[src/rtl/multicycle_ctrl_if.sv]
// Control bundle between the multicycle controller and the shared datapath.
// The controller takes the slave side; the datapath (or bench) drives the master side.
interface multicycle_ctrl_if;
    logic [6:0] op;
    logic       Zero;
    logic       MemReady;
    logic       PCWrite;
    logic       AdrSrc;
    logic       MemWrite;
    logic       IRWrite;
    logic [1:0] ResultSrc;
    logic [1:0] ALUSrcA;
    logic [1:0] ALUSrcB;
    logic [1:0] ALUOp;
    logic [1:0] ImmSrc;
    logic       RegWrite;
    logic       IllegalOp;
    logic [3:0] State;

    modport slave (
        input  op, Zero, MemReady,
        output PCWrite, AdrSrc, MemWrite, IRWrite, ResultSrc, ALUSrcA, ALUSrcB,
               ALUOp, ImmSrc, RegWrite, IllegalOp, State
    );

    modport master (
        output op, Zero, MemReady,
        input  PCWrite, AdrSrc, MemWrite, IRWrite, ResultSrc, ALUSrcA, ALUSrcB,
               ALUOp, ImmSrc, RegWrite, IllegalOp, State
    );
endinterface

[src/rtl/multicycle_ctrl.sv]
// Main control FSM for the multicycle RV32I-subset core (lw, sw, R, I-ALU, beq, jal).
// Moore outputs decoded from the state register; write enables are forced low during reset.
module multicycle_ctrl (
    input  logic             clk,
    input  logic             reset,
    multicycle_ctrl_if.slave bus
);

    typedef enum logic [3:0] {
        ST_FETCH    = 4'd0,
        ST_DECODE   = 4'd1,
        ST_MEMADR   = 4'd2,
        ST_MEMREAD  = 4'd3,
        ST_MEMWB    = 4'd4,
        ST_MEMWRITE = 4'd5,
        ST_EXECR    = 4'd6,
        ST_ALUWB    = 4'd7,
        ST_EXECI    = 4'd8,
        ST_JAL      = 4'd9,
        ST_BEQ      = 4'd10
    } state_t;

    localparam logic [6:0] OP_LW   = 7'b0000011;
    localparam logic [6:0] OP_SW   = 7'b0100011;
    localparam logic [6:0] OP_R    = 7'b0110011;
    localparam logic [6:0] OP_I    = 7'b0010011;
    localparam logic [6:0] OP_JAL  = 7'b1101111;
    localparam logic [6:0] OP_BEQ  = 7'b1100011;

    state_t     state_r;
    logic       pcupdate_s;
    logic       branch_s;
    logic       adrsrc_s;
    logic       memwrite_s;
    logic       irwrite_s;
    logic       regwrite_s;
    logic       illegal_s;
    logic [1:0] resultsrc_s;
    logic [1:0] alusrca_s;
    logic [1:0] alusrcb_s;
    logic [1:0] aluop_s;
    logic [1:0] immsrc_s;

    function automatic logic op_supported(input logic [6:0] o);
        case (o)
            OP_LW, OP_SW, OP_R, OP_I, OP_JAL, OP_BEQ: op_supported = 1'b1;
            default:                                 op_supported = 1'b0;
        endcase
    endfunction

    // State register and next-state sequencing
    always_ff @(posedge clk or posedge reset) begin
        if (reset) begin
            state_r <= ST_FETCH;
        end else begin
            case (state_r)
                ST_FETCH:    state_r <= bus.MemReady ? ST_DECODE : ST_FETCH;
                ST_DECODE: begin
                    case (bus.op)
                        OP_LW, OP_SW: state_r <= ST_MEMADR;
                        OP_R:         state_r <= ST_EXECR;
                        OP_I:         state_r <= ST_EXECI;
                        OP_JAL:       state_r <= ST_JAL;
                        OP_BEQ:       state_r <= ST_BEQ;
                        default:      state_r <= ST_FETCH;
                    endcase
                end
                ST_MEMADR:   state_r <= (bus.op == OP_LW) ? ST_MEMREAD : ST_MEMWRITE;
                ST_MEMREAD:  state_r <= bus.MemReady ? ST_MEMWB : ST_MEMREAD;
                ST_MEMWB:    state_r <= ST_FETCH;
                ST_MEMWRITE: state_r <= bus.MemReady ? ST_FETCH : ST_MEMWRITE;
                ST_EXECR:    state_r <= ST_ALUWB;
                ST_EXECI:    state_r <= ST_ALUWB;
                ST_ALUWB:    state_r <= ST_FETCH;
                ST_JAL:      state_r <= ST_ALUWB;
                ST_BEQ:      state_r <= ST_FETCH;
                default:     state_r <= ST_FETCH;
            endcase
        end
    end

    // Per-state datapath selects and raw enables
    always_comb begin
        pcupdate_s  = 1'b0;
        branch_s    = 1'b0;
        adrsrc_s    = 1'b0;
        memwrite_s  = 1'b0;
        irwrite_s   = 1'b0;
        regwrite_s  = 1'b0;
        illegal_s   = 1'b0;
        resultsrc_s = 2'b00;
        alusrca_s   = 2'b00;
        alusrcb_s   = 2'b00;
        aluop_s     = 2'b00;
        case (state_r)
            ST_FETCH: begin
                alusrcb_s   = 2'b10;
                resultsrc_s = 2'b10;
                irwrite_s   = bus.MemReady;
                pcupdate_s  = bus.MemReady;
            end
            ST_DECODE: begin
                alusrca_s = 2'b01;
                alusrcb_s = 2'b01;
                illegal_s = ~op_supported(bus.op);
            end
            ST_MEMADR: begin
                alusrca_s = 2'b10;
                alusrcb_s = 2'b01;
            end
            ST_MEMREAD: begin
                adrsrc_s = 1'b1;
            end
            ST_MEMWB: begin
                resultsrc_s = 2'b01;
                regwrite_s  = 1'b1;
            end
            ST_MEMWRITE: begin
                adrsrc_s   = 1'b1;
                memwrite_s = 1'b1;
            end
            ST_EXECR: begin
                alusrca_s = 2'b10;
                aluop_s   = 2'b10;
            end
            ST_EXECI: begin
                alusrca_s = 2'b10;
                alusrcb_s = 2'b01;
                aluop_s   = 2'b10;
            end
            ST_ALUWB: begin
                regwrite_s = 1'b1;
            end
            ST_JAL: begin
                alusrca_s  = 2'b01;
                alusrcb_s  = 2'b10;
                pcupdate_s = 1'b1;
            end
            ST_BEQ: begin
                alusrca_s = 2'b10;
                aluop_s   = 2'b01;
                branch_s  = 1'b1;
            end
            default: begin
                pcupdate_s = 1'b0;
            end
        endcase
    end

    // Immediate format follows the opcode in every state
    always_comb begin
        case (bus.op)
            OP_SW:   immsrc_s = 2'b01;
            OP_BEQ:  immsrc_s = 2'b10;
            OP_JAL:  immsrc_s = 2'b11;
            default: immsrc_s = 2'b00;
        endcase
    end

    // Reset must not let a stale MemReady/Zero open any write path
    assign bus.PCWrite   = ((branch_s & bus.Zero) | pcupdate_s) & ~reset;
    assign bus.IRWrite   = irwrite_s & ~reset;
    assign bus.MemWrite  = memwrite_s & ~reset;
    assign bus.RegWrite  = regwrite_s & ~reset;
    assign bus.IllegalOp = illegal_s & ~reset;
    assign bus.AdrSrc    = adrsrc_s;
    assign bus.ResultSrc = resultsrc_s;
    assign bus.ALUSrcA   = alusrca_s;
    assign bus.ALUSrcB   = alusrcb_s;
    assign bus.ALUOp     = aluop_s;
    assign bus.ImmSrc    = immsrc_s;
    assign bus.State     = state_r;

endmodule

[src/flat_wrapper.sv]
// flat-port wrapper written by rule: the top's interface ports become plain ports
module multicycle_ctrl_flat 
  (clk, reset, bus_op, bus_Zero, bus_MemReady, bus_PCWrite, bus_AdrSrc, bus_MemWrite, bus_IRWrite, bus_ResultSrc, bus_ALUSrcA, bus_ALUSrcB, bus_ALUOp, bus_ImmSrc, bus_RegWrite, bus_IllegalOp, bus_State);
  multicycle_ctrl_if bus_i ();
  input  logic clk;
  input  logic reset;
  input wire logic [$bits(bus_i.op)-1:0] bus_op;
  input wire logic [$bits(bus_i.Zero)-1:0] bus_Zero;
  input wire logic [$bits(bus_i.MemReady)-1:0] bus_MemReady;
  output wire logic [$bits(bus_i.PCWrite)-1:0] bus_PCWrite;
  output wire logic [$bits(bus_i.AdrSrc)-1:0] bus_AdrSrc;
  output wire logic [$bits(bus_i.MemWrite)-1:0] bus_MemWrite;
  output wire logic [$bits(bus_i.IRWrite)-1:0] bus_IRWrite;
  output wire logic [$bits(bus_i.ResultSrc)-1:0] bus_ResultSrc;
  output wire logic [$bits(bus_i.ALUSrcA)-1:0] bus_ALUSrcA;
  output wire logic [$bits(bus_i.ALUSrcB)-1:0] bus_ALUSrcB;
  output wire logic [$bits(bus_i.ALUOp)-1:0] bus_ALUOp;
  output wire logic [$bits(bus_i.ImmSrc)-1:0] bus_ImmSrc;
  output wire logic [$bits(bus_i.RegWrite)-1:0] bus_RegWrite;
  output wire logic [$bits(bus_i.IllegalOp)-1:0] bus_IllegalOp;
  output wire logic [$bits(bus_i.State)-1:0] bus_State;
  assign bus_i.op = bus_op;
  assign bus_i.Zero = bus_Zero;
  assign bus_i.MemReady = bus_MemReady;
  assign bus_PCWrite = bus_i.PCWrite;
  assign bus_AdrSrc = bus_i.AdrSrc;
  assign bus_MemWrite = bus_i.MemWrite;
  assign bus_IRWrite = bus_i.IRWrite;
  assign bus_ResultSrc = bus_i.ResultSrc;
  assign bus_ALUSrcA = bus_i.ALUSrcA;
  assign bus_ALUSrcB = bus_i.ALUSrcB;
  assign bus_ALUOp = bus_i.ALUOp;
  assign bus_ImmSrc = bus_i.ImmSrc;
  assign bus_RegWrite = bus_i.RegWrite;
  assign bus_IllegalOp = bus_i.IllegalOp;
  assign bus_State = bus_i.State;
  multicycle_ctrl u_core (.clk(clk), .reset(reset), .bus(bus_i));
endmodule
[config.mk]
export PLATFORM = sky130hd
export DESIGN_NAME = multicycle_ctrl_flat
export DESIGN_NICKNAME = d
export VERILOG_FILES = /design/src/rtl/multicycle_ctrl_if.sv /design/src/rtl/multicycle_ctrl.sv /design/src/flat_wrapper.sv
export SDC_FILE = /design/constraint.sdc
export NUM_CORES = 1
export LEC_CHECK = 0
export ABC_AREA = 0
export CAP_MARGIN = 10
export CELL_PAD_IN_SITES_DETAIL_PLACEMENT = 1
export CELL_PAD_IN_SITES_GLOBAL_PLACEMENT = 1
export CORE_AREA = 10 10 58 60
export DETAILED_ROUTE_END_ITERATION = 6
export DIE_AREA = 0 0 68 70
export PLACE_DENSITY_LB_ADDON = 0.1
export SLEW_MARGIN = 30
export SYNTH_ARGS = -nofsm -noshare
export SYNTH_HDL_FRONTEND = slang
export SYNTH_SLANG_ARGS = --single-unit
[constraint.sdc]
create_clock -name clk -period 1.6 [get_ports clk]
set_input_delay 0.16 -clock clk [delete_from_list [all_inputs] [get_ports clk]]
set_output_delay 0.16 -clock clk [all_outputs]
set_load 0.01 [all_outputs]
==> results of run 1 <==
==> synthesized netlist by cell type, drive strengths merged <==
cell | count | area share, %
nand2b | 4 | 4.4
a221oi | 1 | 1.5
o221ai | 1 | 1.5
o31ai | 1 | 1.3
or3b | 1 | 1.5
nor4 | 4 | 5.5
o2111ai | 1 | 1.5
or4b | 1 | 2.4
nor2b | 4 | 4.4
o32ai | 1 | 1.5
and4bb | 1 | 2.2
dfrtp | 4 | 18
nor2 | 3 | 2.0
or4bb | 2 | 3.9
a211o | 1 | 1.5
o21ai | 3 | 2.6
xor2 | 1 | 1.5
xnor2 | 2 | 3.1
clkbuf | 4 | 2.6
a311oi | 1 | 1.5
o41ai | 1 | 1.5
nand3 | 1 | 0.87
inv | 6 | 3.9
nor3 | 2 | 1.8
and4 | 1 | 1.5
a32oi | 1 | 1.5
nand3b | 1 | 1.3
and3b | 1 | 1.5
nor3b | 3 | 3.9
nand2 | 5 | 3.3
buf | 2 | 2.8
nand4 | 2 | 2.2
a2111oi | 1 | 4.8
o211ai | 1 | 1.3
a21oi | 4 | 3.5
==> power breakdown <==
group,switching [mW],internal (mW)
registers,0.00656,0.109
clock network,0.0380,0.0837
logic,0.181,0.208
total,0.226,0.400
==> metrics by stage <==
| stage | std cells | util [%] |
|---|---|---|
| 4_1_cts | 164 | 50.3 |
| 6_report | 170 | 55.5 |
| 3_5_place_dp | 159 | 48.0 |
| 2_1_floorplan | 73 | - |
| 5_1_grt | 170 | 55.5 |
| 3_3_place_gp | 159 | 48.0 |
==> timing repair <==
action                     CTS  global route
hold endpoints to repair     0             0
pin swaps                    2            12
setup endpoints to repair   17            18
gates resized for setup     71            33
setup buffers                3             8
==> worst max-delay path by stage <==
stage / cells after the start / to / slack [ns] / startpoint
floorplan: 5 / bus_PCWrite / 0.02 / u_core.bus.State[0]
global placement: 4 / bus_ImmSrc[0] / -0.58 / bus_op[3]
detailed placement: 4 / bus_ImmSrc[0] / -0.61 / bus_op[3]
CTS: 4 / bus_IllegalOp / -0.18 / u_core.bus.State[3]
global route: 6 / bus_PCWrite / -0.33 / u_core.bus.State[3]
finish: 6 / bus_PCWrite / -0.24 / u_core.bus.State[3]
==> critical path: cells and delay by family (launching register included) <==
kind                   cells  cell delay (ns)
buffers and inverters      3             0.43
AO/OA/AOI/OAI              1             0.10
flip-flops                 1             0.39
AND/OR/NAND/NOR            2             0.53
==> final cells by class <==
cell class | count | area [µm²] | share of cell area (%)
flip-flops and latches | 4 | 100 | 7.70
well taps | 30 | 37.5 | 2.89
clock buffers | 3 | 22.5 | 1.73
inverters | 6 | 22.5 | 1.73
multi-input cells | 57 | 532 | 40.9
repair buffers | 70 | 586 | 45.0
==> per-layer routing <==
layer,GRT usage [%],share of wire (%)
met5,0,0
met4,2.68,1.5
met3,3.03,5.8
met2,21.0,55
met1,11.7,38
==> kinds of logic after synthesis <==
kind of cell	Yosys count	share of synthesized area [%]
XOR/XNOR	3	4.60
AO/OA/AOI/OAI	18	25.8
flip-flops	4	17.5
buffers and inverters	12	9.41
AND/OR/NAND/NOR	36	42.7
==> results.cfg, run 1 <==
[die]
rows = 18
dieArea_um2 = 4760
die_h_um = 70
ioPinCount = 31
die_x_um = 68
coreArea_um2 = 2340
initial_core_util_pct = 24.4

[routing]
num_vias = 829
drt_wl_total_um = 2720
wl_per_cell_um = 16.0
drc = 0
drt_iter0_markers = 49
drt.antenna.violating_nets = 0
vias_per_cell = 4.88
dr.pass1.iters = 4

[layout]
syn_to_final_growth_pct = 127
final_common_cell = buf_4
diodes = 0
final_nets = 153
largest_register_ff_count = 4
layout_common_cells = buf_4, buf_2, clkdlybuf4s50_1, buf_6, nand2_1
postLayoutCellArea_um2 = 1300
drive_gt1_share_pct = 60.0
num-fill-cells = 282

[critical_path]
setup.worst_path.class = reg2out
reg2reg_slack_ns = -0.01
slowest_stage = dfrtp_1
start_kind = register
reg2regPathDepth = 6
worstReg2RegEnd = u_core.bus.State[2]
crit_chain = buf_6, buf_6, nor4_4, nand3_2, o31ai_2, buf_2
cp_common_cell = buf_6
worst_path_largest_cell_delay_ns = 0.39
arrival_ns = 1.68
end_kind = output port
worstPathRequired_ns = 1.44
worstPathMaxFanout = 4
timing.rr.start = u_core.bus.State[3]

[logic_synthesis]
ys_ff_latch = 4
yosys_warnings = 0
synth_cell_types = 37
syn_area_per_cell_um2 = 7.83
netlist_instances = 73
syn_area_um2 = 572
synthesis.nets = 84
seq_area_frac_synth_pct = 17.5

[placed_design]
dpl-instance-area_um2 = 1120
place_ws_ns = -0.607
gp_congestion = 0.768
port_buffers = 30
dp_hpwl_um = 1980

[global_route]
antenna_found_initial = 0
grt_max_degree = 16
grt_overflow = 0
grt_pass1_vias = 916
grt_util_all_layers_pct = 11.2
grt_pass1_wl_um = 4360

[clock_network]
numCtsBuffers = 3
insertion_delay_ns = 0.23
htreeDepth = 1
cts_sinks = 4
clk_pin_slew_worst_paths_ns = 0.04
clock_path_buffers = 2
cts_root_buf = clkbuf_4
cts_hold_buf = 0
tritoncts = done

[hold_path]
hp-class = in2reg
hold_path_startpoint = bus_op[3]
whs_path_depth = 4
hold_path_end = u_core.bus.State[3]

[timing]
fin_skew_ns = 0.00160
fin_setup_tns_ns = -0.751
hold_ws_ns = 0.379
finalCriticalPeriod_ns = 1.84
relSlewSlack_pct = 75.7
fmax_ghz = 0.543
setup_viol = 8
grt_setup_unrepaired = true
fin_crit_sh_pct = 115
hold_viol = 0
report.final.slew_viol_count = 0
fin_ws_ns = -0.243
worst-slew-pin-transition_ns = 0.363

[power_and_ir_drop]
p_leak_nw = 0.626
p_per_area_nw_per_um2 = 482
irDropWorstVdd_mv = 0.458
finalPower_mw = 0.626

[flow_run]
drv_cap = 0

[outcome]
outcome = finished with violations
violations = setup timing
Power figures use the tool's default switching activity.
==> run 2, diff against run 1 <==
--- a/config.mk
+++ b/config.mk
@@ -10,9 +10,10 @@
 export CELL_PAD_IN_SITES_DETAIL_PLACEMENT = 1
 export CELL_PAD_IN_SITES_GLOBAL_PLACEMENT = 1
 export CORE_AREA = 10 10 58 60
+export CTS_BUF_LIST = sky130_fd_sc_hd__clkbuf_16
 export DETAILED_ROUTE_END_ITERATION = 6
 export DIE_AREA = 0 0 68 70
-export PLACE_DENSITY_LB_ADDON = 0.1
+export PLACE_DENSITY = 0.88
 export SLEW_MARGIN = 30
 export SYNTH_ARGS = -nofsm -noshare
 export SYNTH_HDL_FRONTEND = slang
==> results.cfg, run 2 (synthesis results as in run 1) <==
[critical_path]
setup.worst_path.class = reg2out
worstPathRequired_ns = 1.44
worstPathMaxFanout = 2
crit_cells = 3
slowest_stage = or4b_4
start_kind = register
cp_num_buf_inv = 1
end_kind = output port
startpoint = u_core.bus.State[1]
reg2regPathDepth = 5
crit_chain = or4b_4, a2111oi_4, buf_2
cp-endpoint = bus_IllegalOp
reg2reg_slack_ns = -0.08
cpLargestDelayFamily = simple AND/OR/NAND/NOR gates
timing.rr.start = u_core.bus.State[0]
worstReg2RegEnd = u_core.bus.State[2]
arrival_ns = 1.60
worst_path_largest_cell_delay_ns = 0.59

[timing]
finalCriticalPeriod_ns = 1.76
hold_viol = 0
fin_skew_ns = 0.00131
grt_setup_unrepaired = true
fin_setup_tns_ns = -1.14
setup_viol = 13
report.final.slew_viol_count = 0
fin_crit_sh_pct = 110
worst-slew-pin-transition_ns = 0.342
fin_ws_ns = -0.163
relSlewSlack_pct = 77.0
fmax_ghz = 0.567

[routing]
dr.max_layer_used = met4
drt-met1-wl_um = 1180
num_vias = 871
dr_wl_met2_um = 1860
met3WireLength_um = 247
dr.pass1.iters = 4
drc = 0
drt.antenna.violating_nets = 0
drt_wl_total_um = 3420
wl_per_cell_um = 20.1
drt_iter0_markers = 21
vias_per_cell = 5.12

[placed_design]
place_inst = 157
place_ws_ns = -0.557
gp_congestion = 0.756
port_buffers = 30
dp_hpwl_um = 2120

[global_route]
antenna_found_initial = 0
grt_max_degree = 16
grt_pass1_wl_um = 5060
grt_pass1_vias = 1020
grt_overflow = 0
grt_util_all_layers_pct = 13.6

[flow_run]
drv_cap = 0

[layout]
diodes = 0
drive_gt1_share_pct = 60.7
final_nets = 153
layout_common_cells = buf_4, buf_2, buf_6
num-fill-cells = 266
syn_to_final_growth_pct = 153
largest_register_ff_count = 4
utilization_pct = 61.9
final_common_cell = buf_4
layout.cells.non_filler = 170

[clock_network]
insertion_delay_ns = 0.23
numCtsBuffers = 3
cts_sinks = 4
cts_root_buf = clkbuf_16
tritoncts = done
clock_path_buffers = 2
cts_hold_buf = 0
htreeDepth = 1
clk_pin_slew_worst_paths_ns = 0.03

[power_and_ir_drop]
p_leak_nw = 0.661
p_per_area_nw_per_um2 = 675
irDropWorstVdd_mv = 0.680

[die]
die_x_um = 68
die_h_um = 70
coreArea_um2 = 2340
dieArea_um2 = 4760
rows = 18
initial_core_util_pct = 24.4
ioPinCount = 31

[outcome]
outcome = finished with violations
violations = setup timing

[hold_path]
hp-class = in2async
==> run 2: area by class of cell <==
type	instances	area [µm²]	share of cell area [%]
Timing Repair Buffer	70	639	44.1
Multi-Input combinational cell	57	574	39.6
Sequential cell	4	100	6.91
Clock buffer	3	75.1	5.18
Tap cell	30	37.5	2.59
Inverter	6	22.5	1.55
==> run 2: how the worst min path moves through the flow <==
stage,from,endpoint,slack [ns]
after floorplan,reset,u_core.bus.State[0],-0.07
after global placement,reset,u_core.bus.State[3],0.63
after detailed placement,reset,u_core.bus.State[3],0.66
after CTS,reset,u_core.bus.State[1],0.43
after global routing,reset,u_core.bus.State[1],0.51
final,reset,u_core.bus.State[3],0.44
==> run 2: timing repair <==
item / in CTS / in global routing
cloned: 0 / 1
setup buffers: 7 / 5
resized for setup: 94 / 28
pin swaps: 8 / 10
endpoints found under the setup margin: 18 / 17
==> run 2: power by group <==
group,switching [mW],internal (mW)
clock network,0.0771,0.320
registers,0.00860,0.109
logic,0.210,0.254
==> run 2: metrics by stage <==
| step | hold WS (ns) | power (mW) | instance area [µm²] |
|---|---|---|---|
| floorplan | -0.0654 | 0.261 | 578 |
| global placement | 0.634 | 0.456 | 1110 |
| detailed placement | 0.663 | 0.473 | 1110 |
| CTS | 0.427 | 0.912 | 1280 |
| global route | 0.506 | 1.03 | 1450 |
| finish | 0.440 | 0.978 | 1450 |
==> run 2: tightest hold or removal path, stage by stage <==
cell	delay, ns
clkdlybuf4s50_1	0.54
inv_1	0.14
buf_4	0.15
==> run 2: per-layer routing <==
metal / vias up / GRT usage (%)
met1: 414 / 13.0
met2: 34 / 24.1
met5: - / 0
met3: 12 / 5.10
li1: 411 / -
met4: 0 / 6.71
==> run 3, diff against run 2 <==
--- a/config.mk
+++ b/config.mk
@@ -9,11 +9,12 @@
 export CAP_MARGIN = 10
 export CELL_PAD_IN_SITES_DETAIL_PLACEMENT = 1
 export CELL_PAD_IN_SITES_GLOBAL_PLACEMENT = 1
-export CORE_AREA = 10 10 58 60
+export CORE_AREA = 10 10 53 55
 export CTS_BUF_LIST = sky130_fd_sc_hd__clkbuf_16
 export DETAILED_ROUTE_END_ITERATION = 6
-export DIE_AREA = 0 0 68 70
-export PLACE_DENSITY = 0.88
+export DIE_AREA = 0 0 63 65
+export DONT_BUFFER_PORTS = 1
+export PLACE_DENSITY = 0.72
 export SLEW_MARGIN = 30
 export SYNTH_ARGS = -nofsm -noshare
 export SYNTH_HDL_FRONTEND = slang
==> results.cfg, run 3 (synthesis results as in run 1) <==
[critical_path]
reg2regPathDepth = 4
worstPathMaxFanout = 4
start_kind = register
arrival_ns = 1.50
worstReg2RegEnd = u_core.bus.State[2]
worstPathRequired_ns = 1.44
timing.rr.start = u_core.bus.State[1]
setup.worst_path.class = reg2out
end_kind = output port
reg2reg_slack_ns = 0.05

[power_and_ir_drop]
p_per_area_nw_per_um2 = 830
p_leak_nw = 0.414
irDropWorstVdd_mv = 0.917

[hold_path]
hold_path_startpoint = bus_op[4]
hp-class = in2reg
hold_path_end = u_core.bus.State[3]
whs_path_depth = 2

[die]
ioPinCount = 31
dieArea_um2 = 4100
die_h_um = 65
rows = 16
initial_core_util_pct = 30.7
die_x_um = 63
coreArea_um2 = 1860

[layout]
layout_common_cells = buf_4, inv_1, buf_6
num-fill-cells = 228
largest_register_ff_count = 4
multi_input_area_um2 = 510
final_common_cell = buf_4
diodes = 0
final_nets = 112
syn_to_final_growth_pct = 73.1
drive_gt1_share_pct = 53.5
ff_latch_area_um2 = 105

[routing]
vias_per_cell = 5.40
num_vias = 681
drt_wl_total_um = 2390
wl_per_cell_um = 18.9
drc = 0
dr.pass1.iters = 3
drt.antenna.violating_nets = 0
drt_iter0_markers = 12

[timing]
fmax_ghz = 0.604
fin_ws_ns = -0.0565
grt_setup_unrepaired = true
worst-slew-pin-transition_ns = 0.425
report.final.slew_viol_count = 0
fin_crit_sh_pct = 104
finalCriticalPeriod_ns = 1.66
setup_viol = 3
hold_ws_ns = 0.102
relSlewSlack_pct = 71.4
fin_skew_ns = 0.00348
hold_viol = 0

[placed_design]
port_buffers = 0
gp_congestion = 0.830
dp_hpwl_um = 1590
place_ws_ns = 0.0801

[global_route]
grt_max_degree = 10
grt_overflow = 0
grt_pass1_wl_um = 3400
antenna_found_initial = 0
grt_pass1_vias = 683
grt_util_all_layers_pct = 10.4

[clock_network]
tritoncts = done
htreeDepth = 1
cts_root_buf = clkbuf_16
numCtsBuffers = 3
cts_sinks = 4
insertion_delay_ns = 0.23
clk_pin_slew_worst_paths_ns = 0.03
clock_path_buffers = 2

[outcome]
violations = setup timing
outcome = finished with violations

[flow_run]
drv_cap = 0
[run 3: cell count changes in the layout (fill, tap and decap cells not counted), sizes merged]
cell | previous run | this run
clkbuf | 4 | 3
buf | 54 | 28
dlygate4sd2 | 6 | 0
clkdlybuf4s50 | 9 | 0
dlygate4sd3 | 0 | 1
[run 3: critical path, stage by stage (launching register included)]
cell and delay [ns]:
dfrtp_2 0.41, or4b_4 0.58, a2111oi_4 0.28
[run 3: cell type report]
class	instances	share of cell area, %
Multi-Input combinational cell	57	51.6
Tap cell	27	3.41
Inverter	6	2.28
Clock buffer	3	7.59
Sequential cell	4	10.6
Timing Repair Buffer	29	24.5
[run 3: how the worst max path moves through the flow]
stage | endpoint | from | slack, ns
3_5_place_dp | u_core.bus.State[2] | u_core.bus.State[3] | 0.08
5_1_grt | bus_IllegalOp | u_core.bus.State[1] | -0.10
6_report | bus_IllegalOp | u_core.bus.State[1] | -0.06
3_3_place_gp | u_core.bus.State[2] | u_core.bus.State[3] | 0.09
4_1_cts | bus_IllegalOp | u_core.bus.State[1] | -0.1
2_1_floorplan | bus_PCWrite | u_core.bus.State[0] | 0.02
[run 3: metrics by stage]
step	cells	total power [mW]	utilization, %	TNS, ns	cell area [µm²]
after floorplan	73	0.261	-	0	578
after global placement	112	0.328	38.4	0	716
after detailed placement	112	0.333	38.4	0	716
after CTS	122	0.784	48.1	-0.138	895
after global routing	126	0.855	53.2	-0.341	990
final	126	0.821	53.2	-0.108	990
[run 3: repair_timing]
action,CTS,global route
endpoints found under the setup margin,7,8
hold endpoints to repair,4,0
setup buffers,6,4
gates resized for setup,13,13
hold buffers,1,0
pin swaps,3,4
[run 3: metal layers]
layer | global-route usage [%] | routed length, µm
met1 | 11.1 | 961
met5 | 0 | 0
met3 | 2.92 | 161
met2 | 18.1 | 1230
met4 | 5.87 | 29
[run 3: report_power, final]
part	total, mW	switching (mW)	internal, mW
clock network	0.396	0.0760	0.320
registers	0.123	0.0131	0.110
logic	0.303	0.143	0.160
total	0.821	0.232	0.590
